## src/rtl/fp_cond_reduce_pkg.sv

```systemverilog
// Shared BN254 field types and constants for the Fp conditional-reduce stage.
package fp_cond_reduce_pkg;

  localparam int BN254_FP_W = 272;

  typedef logic [BN254_FP_W-1:0] uint_fp_t;

  localparam uint_fp_t BN254_P =
    272'h30644e72e131a029b85045b68181585d97816a916871ca8d3c208c16d87cfd47;

  // Quotient bits left over by the L3-to-unsigned converter (input < 2^4 * p).
  localparam int REDUCE_Q_BITS = 4;

  // Reduction FSM states, named for waveform readability.
  typedef enum logic [1:0] {
    IDLE  = 2'd0,
    ISSUE = 2'd1,
    WAIT  = 2'd2,
    DONE  = 2'd3
  } red_state_e;

endpackage

```

## src/rtl/fp_wide_sub_pipe.sv

```systemverilog
// Three-cycle, four-limb carry-select subtractor: diff = x - y, borrow = ~carry-out.
// Stage 1 forms limb sums for both carry-ins, stage 2 merges limb pairs,
// stage 3 merges the two halves. The top limb absorbs any width remainder.
module fp_wide_sub_pipe #(
  parameter int W      = 276,
  parameter int LIMB_W = W / 4
) (
  input  logic         clk,
  input  logic         rst_n,
  input  logic         in_valid,
  input  logic [W-1:0] x,
  input  logic [W-1:0] y,
  output logic         out_valid,
  output logic [W-1:0] diff,
  output logic         borrow
);

  localparam int L = LIMB_W;
  localparam int T = W - 3 * L;  // top limb width
  localparam int H = W - 2 * L;  // upper half width

  logic [W-1:0] yn;
  assign yn = ~y;

  // Limb sums: limb 0 sees the +1 of two's complement, limbs 1..3 are
  // precomputed for carry-in 0 (a) and carry-in 1 (b).
  logic [L:0] l0, l1a, l1b, l2a, l2b;
  logic [T:0] l3a, l3b;
  assign l0  = {1'b0, x[L-1:0]} + {1'b0, yn[L-1:0]} + (L+1)'(1);
  assign l1a = {1'b0, x[2*L-1:L]} + {1'b0, yn[2*L-1:L]};
  assign l1b = l1a + (L+1)'(1);
  assign l2a = {1'b0, x[3*L-1:2*L]} + {1'b0, yn[3*L-1:2*L]};
  assign l2b = l2a + (L+1)'(1);
  assign l3a = {1'b0, x[W-1:3*L]} + {1'b0, yn[W-1:3*L]};
  assign l3b = l3a + (T+1)'(1);

  logic [L:0] s1_l0, s1_l1a, s1_l1b, s1_l2a, s1_l2b;
  logic [T:0] s1_l3a, s1_l3b;

  logic [2*L-1:0] s2_lo;
  logic           s2_lo_c;
  logic [H-1:0]   s2_hi0, s2_hi1;
  logic           s2_hi0_c, s2_hi1_c;

  logic           s3_c;
  logic [2:0]     vld;

  // Valid shift register: the only pipeline state that must come up cleared.
  always_ff @(posedge clk or negedge rst_n) begin
    if (!rst_n) vld <= '0;
    else        vld <= {vld[1:0], in_valid};
  end

  // Datapath stages, qualified by vld.
  // NOTE: data registers carry no reset; vld alone says whether they hold anything meaningful.
  always_ff @(posedge clk) begin
    s1_l0  <= l0;
    s1_l1a <= l1a;
    s1_l1b <= l1b;
    s1_l2a <= l2a;
    s1_l2b <= l2b;
    s1_l3a <= l3a;
    s1_l3b <= l3b;

    s2_lo    <= {s1_l0[L] ? s1_l1b[L-1:0] : s1_l1a[L-1:0], s1_l0[L-1:0]};
    s2_lo_c  <= s1_l0[L] ? s1_l1b[L] : s1_l1a[L];
    s2_hi0   <= {s1_l2a[L] ? s1_l3b[T-1:0] : s1_l3a[T-1:0], s1_l2a[L-1:0]};
    s2_hi0_c <= s1_l2a[L] ? s1_l3b[T] : s1_l3a[T];
    s2_hi1   <= {s1_l2b[L] ? s1_l3b[T-1:0] : s1_l3a[T-1:0], s1_l2b[L-1:0]};
    s2_hi1_c <= s1_l2b[L] ? s1_l3b[T] : s1_l3a[T];

    diff <= {s2_lo_c ? s2_hi1 : s2_hi0, s2_lo};
    s3_c <= s2_lo_c ? s2_hi1_c : s2_hi0_c;
  end

  assign out_valid = vld[2];
  assign borrow    = ~s3_c;

endmodule

```

## src/rtl/fp_cond_reduce.sv

```systemverilog
// Restoring reduction of a value < 2^Q_BITS * p to its canonical residue in [0, p).
// One trial subtraction of p << k per quotient bit, k = Q_BITS-1 down to 0.
module fp_cond_reduce
  import fp_cond_reduce_pkg::*;
#(
  parameter int               FP_W    = BN254_FP_W,
  parameter int               Q_BITS  = REDUCE_Q_BITS,
  parameter int               SUB_LAT = 3,
  parameter logic [FP_W-1:0]  P_MOD   = BN254_P
) (
  input  logic                   clk,
  input  logic                   rst_n,
  input  logic                   in_valid,
  output logic                   in_ready,
  input  logic [FP_W+Q_BITS-1:0] din,
  output logic                   out_valid,
  input  logic                   out_ready,
  output logic [FP_W-1:0]        dout,
  output logic                   err
);

  localparam int W     = FP_W + Q_BITS;
  localparam int K_W   = (Q_BITS > 1) ? $clog2(Q_BITS) : 1;
  localparam int CNT_W = (SUB_LAT > 1) ? $clog2(SUB_LAT) : 1;

  red_state_e       state_q, state_d;
  logic [W-1:0]     r_q, r_d, r_upd;
  logic [K_W-1:0]   k_q, k_d;
  logic [CNT_W-1:0] cnt_q, cnt_d;
  logic             ov_d, err_d;
  logic [FP_W-1:0]  dout_d;

  logic             sub_go, sub_valid, sub_borrow;
  logic [W-1:0]     sub_y, sub_diff;

  assign sub_y    = {{Q_BITS{1'b0}}, P_MOD} << k_q;
  assign in_ready = (state_q == IDLE);

  fp_wide_sub_pipe #(
    .W      (W),
    .LIMB_W (FP_W / 4)
  ) u_sub (
    .clk       (clk),
    .rst_n     (rst_n),
    .in_valid  (sub_go),
    .x         (r_q),
    .y         (sub_y),
    .out_valid (sub_valid),
    .diff      (sub_diff),
    .borrow    (sub_borrow)
  );

  // Next-state and datapath control; every target defaults to hold.
  always_comb begin
    // NOTE: each signal gets a default before the case so no path leaves it unassigned (no latches).
    state_d = state_q;
    r_d     = r_q;
    k_d     = k_q;
    cnt_d   = cnt_q;
    ov_d    = out_valid;
    dout_d  = dout;
    err_d   = err;
    sub_go  = 1'b0;
    // Restoring step: keep the difference only when the trial did not borrow.
    r_upd   = sub_borrow ? r_q : sub_diff;

    case (state_q)
      IDLE: begin
        if (in_valid) begin
          r_d     = din;
          k_d     = K_W'(Q_BITS - 1);
          state_d = ISSUE;
        end
      end
      ISSUE: begin
        sub_go  = 1'b1;
        cnt_d   = CNT_W'(SUB_LAT - 1);
        state_d = WAIT;
      end
      WAIT: begin
        if (cnt_q != '0) begin
          cnt_d = cnt_q - CNT_W'(1);
        end else if (sub_valid) begin
          r_d = r_upd;
          if (k_q == '0) begin
            state_d = DONE;
            ov_d    = 1'b1;
            dout_d  = r_upd[FP_W-1:0];
            err_d   = (r_upd[W-1:FP_W] != '0) || (r_upd[FP_W-1:0] >= P_MOD);
          end else begin
            k_d     = k_q - K_W'(1);
            state_d = ISSUE;
          end
        end
      end
      DONE: begin
        if (out_ready) begin
          ov_d    = 1'b0;
          state_d = IDLE;
        end
      end
      default: state_d = IDLE;
    endcase
  end

  // State and working registers; outputs are registered and held through DONE.
  // NOTE: sequential state uses non-blocking assignments only.
  always_ff @(posedge clk or negedge rst_n) begin
    if (!rst_n) begin
      state_q   <= IDLE;
      r_q       <= '0;
      k_q       <= '0;
      cnt_q     <= '0;
      out_valid <= 1'b0;
      dout      <= '0;
      err       <= 1'b0;
    end else begin
      state_q   <= state_d;
      r_q       <= r_d;
      k_q       <= k_d;
      cnt_q     <= cnt_d;
      out_valid <= ov_d;
      dout      <= dout_d;
      err       <= err_d;
    end
  end

endmodule

```

## config.mk

```make
export PLATFORM = sky130hd
export DESIGN_NAME = fp_cond_reduce
export DESIGN_NICKNAME = d
export VERILOG_FILES = /design/src/rtl/fp_cond_reduce_pkg.sv /design/src/rtl/fp_wide_sub_pipe.sv /design/src/rtl/fp_cond_reduce.sv
export SDC_FILE = /design/constraint.sdc
export NUM_CORES = 2
export LEC_CHECK = 0
export CAP_MARGIN = 0
export CORE_ASPECT_RATIO = 1.5
export CORE_UTILIZATION = 59
export DETAILED_ROUTE_END_ITERATION = 16
export GPL_TIMING_DRIVEN = 0
export HOLD_SLACK_MARGIN = 0.15
export PLACE_DENSITY = 0.77
export SETUP_SLACK_MARGIN = 0.3
export SLEW_MARGIN = 20
export SYNTH_ARGS = -nofsm -noshare
export SYNTH_HDL_FRONTEND = slang
export SYNTH_SLANG_ARGS = --single-unit
```

## constraint.sdc

```tcl
create_clock -name clk -period 9.8 [get_ports clk]
set_input_delay 1.96 -clock clk [delete_from_list [all_inputs] [get_ports clk]]
set_output_delay 1.96 -clock clk [all_outputs]
set_load 0.01 [all_outputs]
```

# Word-level counts from Yosys, hierarchy flattened
# Cells that the tools add are included.
dict set report totals {
  latchBits 0
  out_inout_bits 275
  romBits 0
  ramBits 0
  in_bits 280
  regBits 1746
  n_memories 0
  wordCells 93
}
dict set report op_classes {
  mul 0
  n_mux 32
  shift 1
  n_lt_le_gt_ge 1
  n_reduce_logical 14
  n_div 0
  n_eq_ne 10
  bitwise 2
  add_sub_neg 10
}
# op count
set op_table {}
lappend op_table {{2-to-1 mux 276 bit} 4}
lappend op_table {{case mux 276 bit (2 select lines)} 1}
lappend op_table {{inverter 276 bit} 1}
lappend op_table {{left shift 254 x 2 -> 276 bit, first input constant} 1}
lappend op_table {{greater-or-equal comparator 272 x 254 -> 1 bit, second input constant} 1}
lappend op_table {{adder 68 x 68 -> 69 bit} 3}
lappend op_table {{adder 69 x 1 -> 69 bit, second input constant} 3}
lappend op_table {{2-to-1 mux 72 bit} 2}
lappend op_table {{2-to-1 mux 140 bit} 1}
lappend op_table {{adder 72 x 72 -> 73 bit} 1}
lappend op_table {{adder 73 x 1 -> 73 bit, second input constant} 1}
lappend op_table {{2-to-1 mux 68 bit} 1}
lappend op_table {{2-to-1 mux 2 bit} 10}
lappend op_table {{inequality test 2 bit, second input constant} 6}
lappend op_table {{AND reduction 4 bit} 3}
lappend op_table {{AND reduction 5 bit} 2}
lappend op_table {{2-to-1 mux 1 bit} 9}
lappend op_table {{case mux 2 bit (2 select lines)} 2}
lappend op_table {{case mux 2 bit (4 select lines)} 1}
lappend op_table {{nonzero test 2 bit} 4}
lappend op_table {{== test 2 bit, second input constant} 2}
lappend op_table {{logical NOT 2 bit} 2}
lappend op_table {{nonzero test 4 bit} 1}
lappend op_table {{subtractor 2 x 1 -> 2 bit, second input constant} 2}
lappend op_table {{other kinds (6)} 6}

# Depth between registers and ports, before layout
dict set report logic_depth {
  depth_word 5
  ltp_mapped 26
  depth_no_buf 20
}

# Modules after synthesis
# Synthesis repeated with hierarchy kept, for this count alone.
dict set report unflattened {
  cells_unflattened 8269
  hier_area_um2 79044.6
}
# module area_per_inst_um2 n_inst seq_area_each_um2 cells_per_inst
set by_module_without_submodules {}
lappend by_module_without_submodules {fp_wide_sub_pipe 52038.7 1 23837.9 5369}
lappend by_module_without_submodules {fp_cond_reduce 27005.9 1 13913.3 2900}

# Worst setup path before layout
# OpenSTA, ideal clock, no wires.
dict set report synth_path {
  path_type {register to register}
  from {reg k_q[1]}
  to {reg u_sub.s1_l3b[72]}
  setup_time_ps 72
  arrival_ps 6885
  synth_period_minus_slack_ps 6956
  n_path_buf 7
  stages_incl_launch_ff 24
  path_slack_ps 2844
  required_time_ps 9728
  cell_sequence {dfrtp_1 > inv_1 > ha_1 > buf_6 > buf_2 > buf_2 > buf_2 > buf_2 > inv_1 > ha_1 > nand4_2 > nor3_1 > o211ai_2 > a2111o_1 > and3_4 > o211a_1 > a211oi_4 > nand3_2 > or4_1 > buf_2 > or4_4 > buf_6 > nor4_4 > xor2_1}
}
dict set report synth_between {
  elab_chain_cells 4
}
# element line
set synth_lines {}
lappend synth_lines {{start, declared} fp_cond_reduce.sv:28} ;# logic [K_W-1:0] k_q, k_d;
lappend synth_lines {{start signal, assigned} fp_cond_reduce.sv:120} ;# k_q <= k_d;
lappend synth_lines {{left shift 254 x 2 -> 276 bit} fp_cond_reduce.sv:36} ;# assign sub_y = {{Q_BITS{1'b0}}, P_MOD} << k_q;
lappend synth_lines {{inverter 276 bit} fp_wide_sub_pipe.sv:23} ;# assign yn = ~y;
lappend synth_lines {{adder 72 x 72 -> 73 bit} fp_wide_sub_pipe.sv:34} ;# assign l3a = {1'b0, x[W-1:3*L]} + {1'b0, yn[W-1:3*L]};
lappend synth_lines {{net u_sub.l3a[35]} fp_wide_sub_pipe.sv:28} ;# logic [T:0] l3a, l3b;
lappend synth_lines {{adder 73 x 1 -> 73 bit} fp_wide_sub_pipe.sv:35} ;# assign l3b = l3a + (T+1)'(1);
lappend synth_lines {{net u_sub.l3b[72]} fp_wide_sub_pipe.sv:28}
lappend synth_lines {{end signal, assigned} fp_wide_sub_pipe.sv:63} ;# s1_l3b <= l3b;
lappend synth_lines {{end, declared} fp_wide_sub_pipe.sv:38} ;# logic [T:0] s1_l3a, s1_l3b;
# The timed path passes the listed nets, and every way through them passes these cells.
# A chain may end at the register's enable or synchronous reset.

# Final worst setup path
dict set report layout_path {
  from {reg k_q[1]}
  to {reg u_sub.s1_l1b[47]}
}
dict set report layout_between {
  elab_chain_cells 4
}
# element line
set layout_lines {}
lappend layout_lines {{left shift 254 x 2 -> 276 bit} fp_cond_reduce.sv:36}
lappend layout_lines {{inverter 276 bit} fp_wide_sub_pipe.sv:23}
lappend layout_lines {{adder 68 x 68 -> 69 bit} fp_wide_sub_pipe.sv:30} ;# assign l1a = {1'b0, x[2*L-1:L]} + {1'b0, yn[2*L-1:L]};
lappend layout_lines {{net u_sub.l1a[35]} fp_wide_sub_pipe.sv:27} ;# logic [L:0] l0, l1a, l1b, l2a, l2b;
lappend layout_lines {{adder 69 x 1 -> 69 bit} fp_wide_sub_pipe.sv:31} ;# assign l1b = l1a + (L+1)'(1);
lappend layout_lines {{net u_sub.l1b[47]} fp_wide_sub_pipe.sv:27}
lappend layout_lines {{end signal, assigned} fp_wide_sub_pipe.sv:59} ;# s1_l1b <= l1b;
lappend layout_lines {{end, declared} fp_wide_sub_pipe.sv:37} ;# logic [L:0] s1_l0, s1_l1a, s1_l1b, s1_l2a, s1_l2b;
# The timed path passes the listed nets, and every way through them passes these cells.

==> results.yml <==
outcome:
  status: "completed"
floorplanning:
  start_util_pct: 59.7
  coreArea_um2: 127000
  die_w_um: 295
  ios: 555
  fp.dieH_um: 441
  row_count: 160
  die-area_um2: 130000
cells_and_area:
  final_core_util_pct: 70.7
  postLayoutCellArea_um2: 90000
  fillCellCount: 9559
  final_nets: 8973
  drive_above_1_share_pct: 9.79
  syn2layout_area_growth_pct: 18.5
critical_path:
  cp-start-kind: "register"
  critPathKind: "register to register"
  crit_chain: "buf_16, inv_2, buf_12, ha_4, buf_6, buf_2, buf_4, buf_2, clkbuf_4, inv_4, buf_12, ha_1, o21ai_0, o21ba_2, a211oi_1, o31ai_1, o31ai_2, a31oi_1, xnor2_1, nor2b_1, nand3_1, nor3_1, nand3_1, xnor2_1"
  cp_data_arrival_time_ns: 10.15
  cp.required_ns: 10.48
  crit_slowest_cell: "nor3_1"
  endpoint_kind: "register"
  ff2ff_path_depth: 24
  worst-path-max-fanout: 23
  critPathMaxStageDelay_ns: 0.93
drt:
  initialDrtViolationCount: 6114
  wl_um: 290000
  drc: 0
  vias: 66500
  vias_per_cell: 6.44
  wl_per_cell_um: 28.1
  ant_nets: 0
  dr.pass1.iters: 6
logic_synthesis:
  syn_inst: 7729
  yosys_warnings: 0
  avgSynthCellArea_um2: 9.83
  yosysSeqAreaShare_pct: 49.7
  syn_nets: 8222
  synth_ff_type: "dfxtp_1"
  postSynth.asyncResetShare_pct: 32.0
  synthTopCellsByCount: "dfxtp_1 (1187), nand2_1 (631), a21oi_1 (591)"
  yosysMostFrequentCell: "dfxtp_1"
  yosys-top-cells-area: "dfxtp_1 (31%), dfrtp_1 (18%), mux2_2 (5.4%)"
  synthDominantCellAreaShare_pct: 31.3
  synthDistinctLibCells: 108
  synth-edff-count: 0
  synth-seq-cells: 1746
  netlist_area_um2: 76000
  yosysTopAreaCell: "dfxtp_1"
clocking:
  numClockSinks: 1746
  cts_buffers: 155
  clk_pin_slew_ns: 0.07
  clock-root-buffer: "clkbuf_16"
  cts_tree: "done"
  cts_max_level: 4
  clkLatencyLatePin_ns: 0.83
  cts_buffer_depth: 3
flow_run:
  drv_cap: 0
worst_hold_path:
  hold_path.class: "register to register"
  hold_depth: 0
timing:
  finClkSkew_ns: 0.0365
  min_period_over_period_pct: 96.6
  layout_setup_ws_ns: 0.333
  hold_viol: 0
  relSlewSlack_pct: 13.7
  fmaxAchievable_ghz: 0.106
  rsz0062_at_grt: "true"
  tightest_slew_ns: 1.29
  finalSetupViolCount: 0
  drv_slew: 0
  tns_ns: 0
  period_minus_slack_ns: 9.47
grt:
  grt_usage_pct: 43.7
  grt_max_degree: 98
  grt_pass1_wl_um: 416000
  grt_pass1_vias: 65500
  antenna_found_initial: 28
  overflow: 0
power_and_ir_drop:
  p_leak_nw: 37.4
  p_seq_share_pct: 31.3
  power.density_nw_per_um2: 457
  ir_worst_vdd_mv: 0.274
  clock_power_share_pct: 15.4
  p_comb_share_pct: 53.3
  p_int_mw: 22.2
  p_total_mw: 41.2
  netSwitchingFraction_pct: 46.0
  power.switching_mw: 18.9
placed_design:
  port_buffers: 554
  gp_congestion: 1.05
  dp_hpwl_um: 218000
  place_ws_ns: -0.639
  place_area_um2: 84600
[cells in the final DEF (no fill, tap or decap), drive strengths merged, types with 21 or more instances in the layout]
cell type / synthesis / final
nand2b: 32 / 32
and2: 57 / 57
clkdlybuf4s50: 0 / 553
mux2i: 261 / 261
mux2: 362 / 362
nor4: 93 / 93
nand2: 631 / 631
nor3b: 25 / 25
nand4: 96 / 96
dfxtp: 1187 / 1187
xor2: 133 / 133
nor2b: 51 / 51
nand3: 169 / 169
dfrtp: 559 / 559
inv: 133 / 146
and4: 22 / 22
buf: 57 / 97
nor3: 155 / 155
o21bai: 34 / 34
nor2: 574 / 574
clkbuf: 372 / 603
xnor2: 299 / 299
o22ai: 281 / 281
ha: 209 / 209
diode: 0 / 21
or4: 27 / 27
o31ai: 23 / 23
a211o: 23 / 23
o211ai: 50 / 50
and3: 69 / 69
a211oi: 58 / 58
or3: 44 / 44
a21o: 116 / 116
o21ai: 486 / 486
or2: 30 / 30
clkinv: 2 / 39
o21a: 46 / 46
a31oi: 56 / 56
a21oi: 591 / 591
[through the flow]
| step | hold slack (ns) | instances |
|---|---|---|
| after floorplan | 0.310 | 7729 |
| after global placement | 0.310 | 9984 |
| after detailed placement | 0.312 | 10000 |
| after CTS | 0.291 | 10300 |
| after global routing | 0.302 | 10300 |
| final | 0.294 | 10300 |
[flip-flops by register name, summed over array words and instances, names as in the netlist, 2 cells and up]
name	cells
u_sub.s1_l2b	69
u_sub.s1_l2a	69
u_sub.s2_hi0	140
u_sub.vld	3
state_q	2
u_sub.s2_hi1	140
u_sub.s1_l3a	73
cnt_q	2
dout	272
u_sub.s1_l1b	69
u_sub.diff	276
r_q	276
u_sub.s1_l1a	69
u_sub.s2_lo	136
k_q	2
u_sub.s1_l3b	73
u_sub.s1_l0	69
[logic make-up (layout without fill, tap and decap cells)]
group                      count (synthesis)  count (layout)  share of synthesized area [%]
other                                      0              21                              0
xor gates and xnor gates                 432             432                           4.98
DFF                                     1746            1746                           49.7
buffers and inverters                    564            1446                           2.89
adders and majority gates                216             216                           3.59
AOI/OAI and AO/OA                       1997            1997                           16.2
and+or+nand+nor                         2151            2151                           13.8
muxes                                    623             623                           8.81
[power groups by stage]
stage                     Combinational [mW]  Sequential [mW]  Clock (mW)
after floorplan                         14.9             12.0           0
after detailed placement                21.0             12.9           0
final                                   21.9             12.9        6.35
after global placement                  20.4             12.7           0
after CTS                               21.3             12.8        6.35
after global routing                    23.5             13.1        6.64
[path summary, 6_finish.rpt]
check / startpoint / to / slack [ns]
max: k_q[1]$_DFFE_PN0P_ / u_sub.s1_l1b[47]$_DFF_P_ / 0.33
min: u_sub.s2_lo[107]$_DFF_P_ / u_sub.diff[107]$_DFF_P_ / 0.29
max reg2reg: k_q[1]$_DFFE_PN0P_ / u_sub.s1_l1b[47]$_DFF_P_ / 0.33
min reg2reg: u_sub.s2_lo[107]$_DFF_P_ / u_sub.diff[107]$_DFF_P_ / 0.29
max in group asynchronous: rst_n / r_q[202]$_DFFE_PN0P_ / 7.45
min in group asynchronous: rst_n / r_q[69]$_DFFE_PN0P_ / 0.99
[area by class of cell]
| class | count | area, um2 | share of cell area (%) |
|---|---|---|---|
| diodes | 21 | 52.6 | 0.0584 |
| plain buffers | 429 | 1740 | 1.94 |
| clock buffers | 230 | 4740 | 5.26 |
| clock inverters | 58 | 578 | 0.642 |
| inverters | 135 | 513 | 0.570 |
| multi-input cells | 5419 | 36100 | 40.1 |
| flip-flops and latches | 1746 | 37800 | 41.9 |
| well taps | 1701 | 2130 | 2.36 |
| repair buffers | 594 | 6370 | 7.08 |
[routing by layer]
metal  vias up  track usage (%)  wire length, um
li1      29400                -                -
met1     32200             46.3            98500
met2      3627             72.1           136000
met3      1298             10.5            25300
met4        12             39.8            30000
met5         -                0               87
[critical path, delay by kind of cell, from the launching register on]
family          cells  cell delay, ns
buf+inv            10            3.01
xor+xnor            2            0.61
compound gates      6            2.57
simple gates        4            1.79
fa+ha+maj           2            0.63
flops               1            0.53
[what timing repair did]
item | CTS | global route
endpoints found under the setup margin | 51 | 16
hold buffers | 0 | 0
buffers inserted | 2 | 0
resized for setup | 6 | 5
pin swaps | 2 | 0
Note: power is estimated with default switching activity, not from simulation.
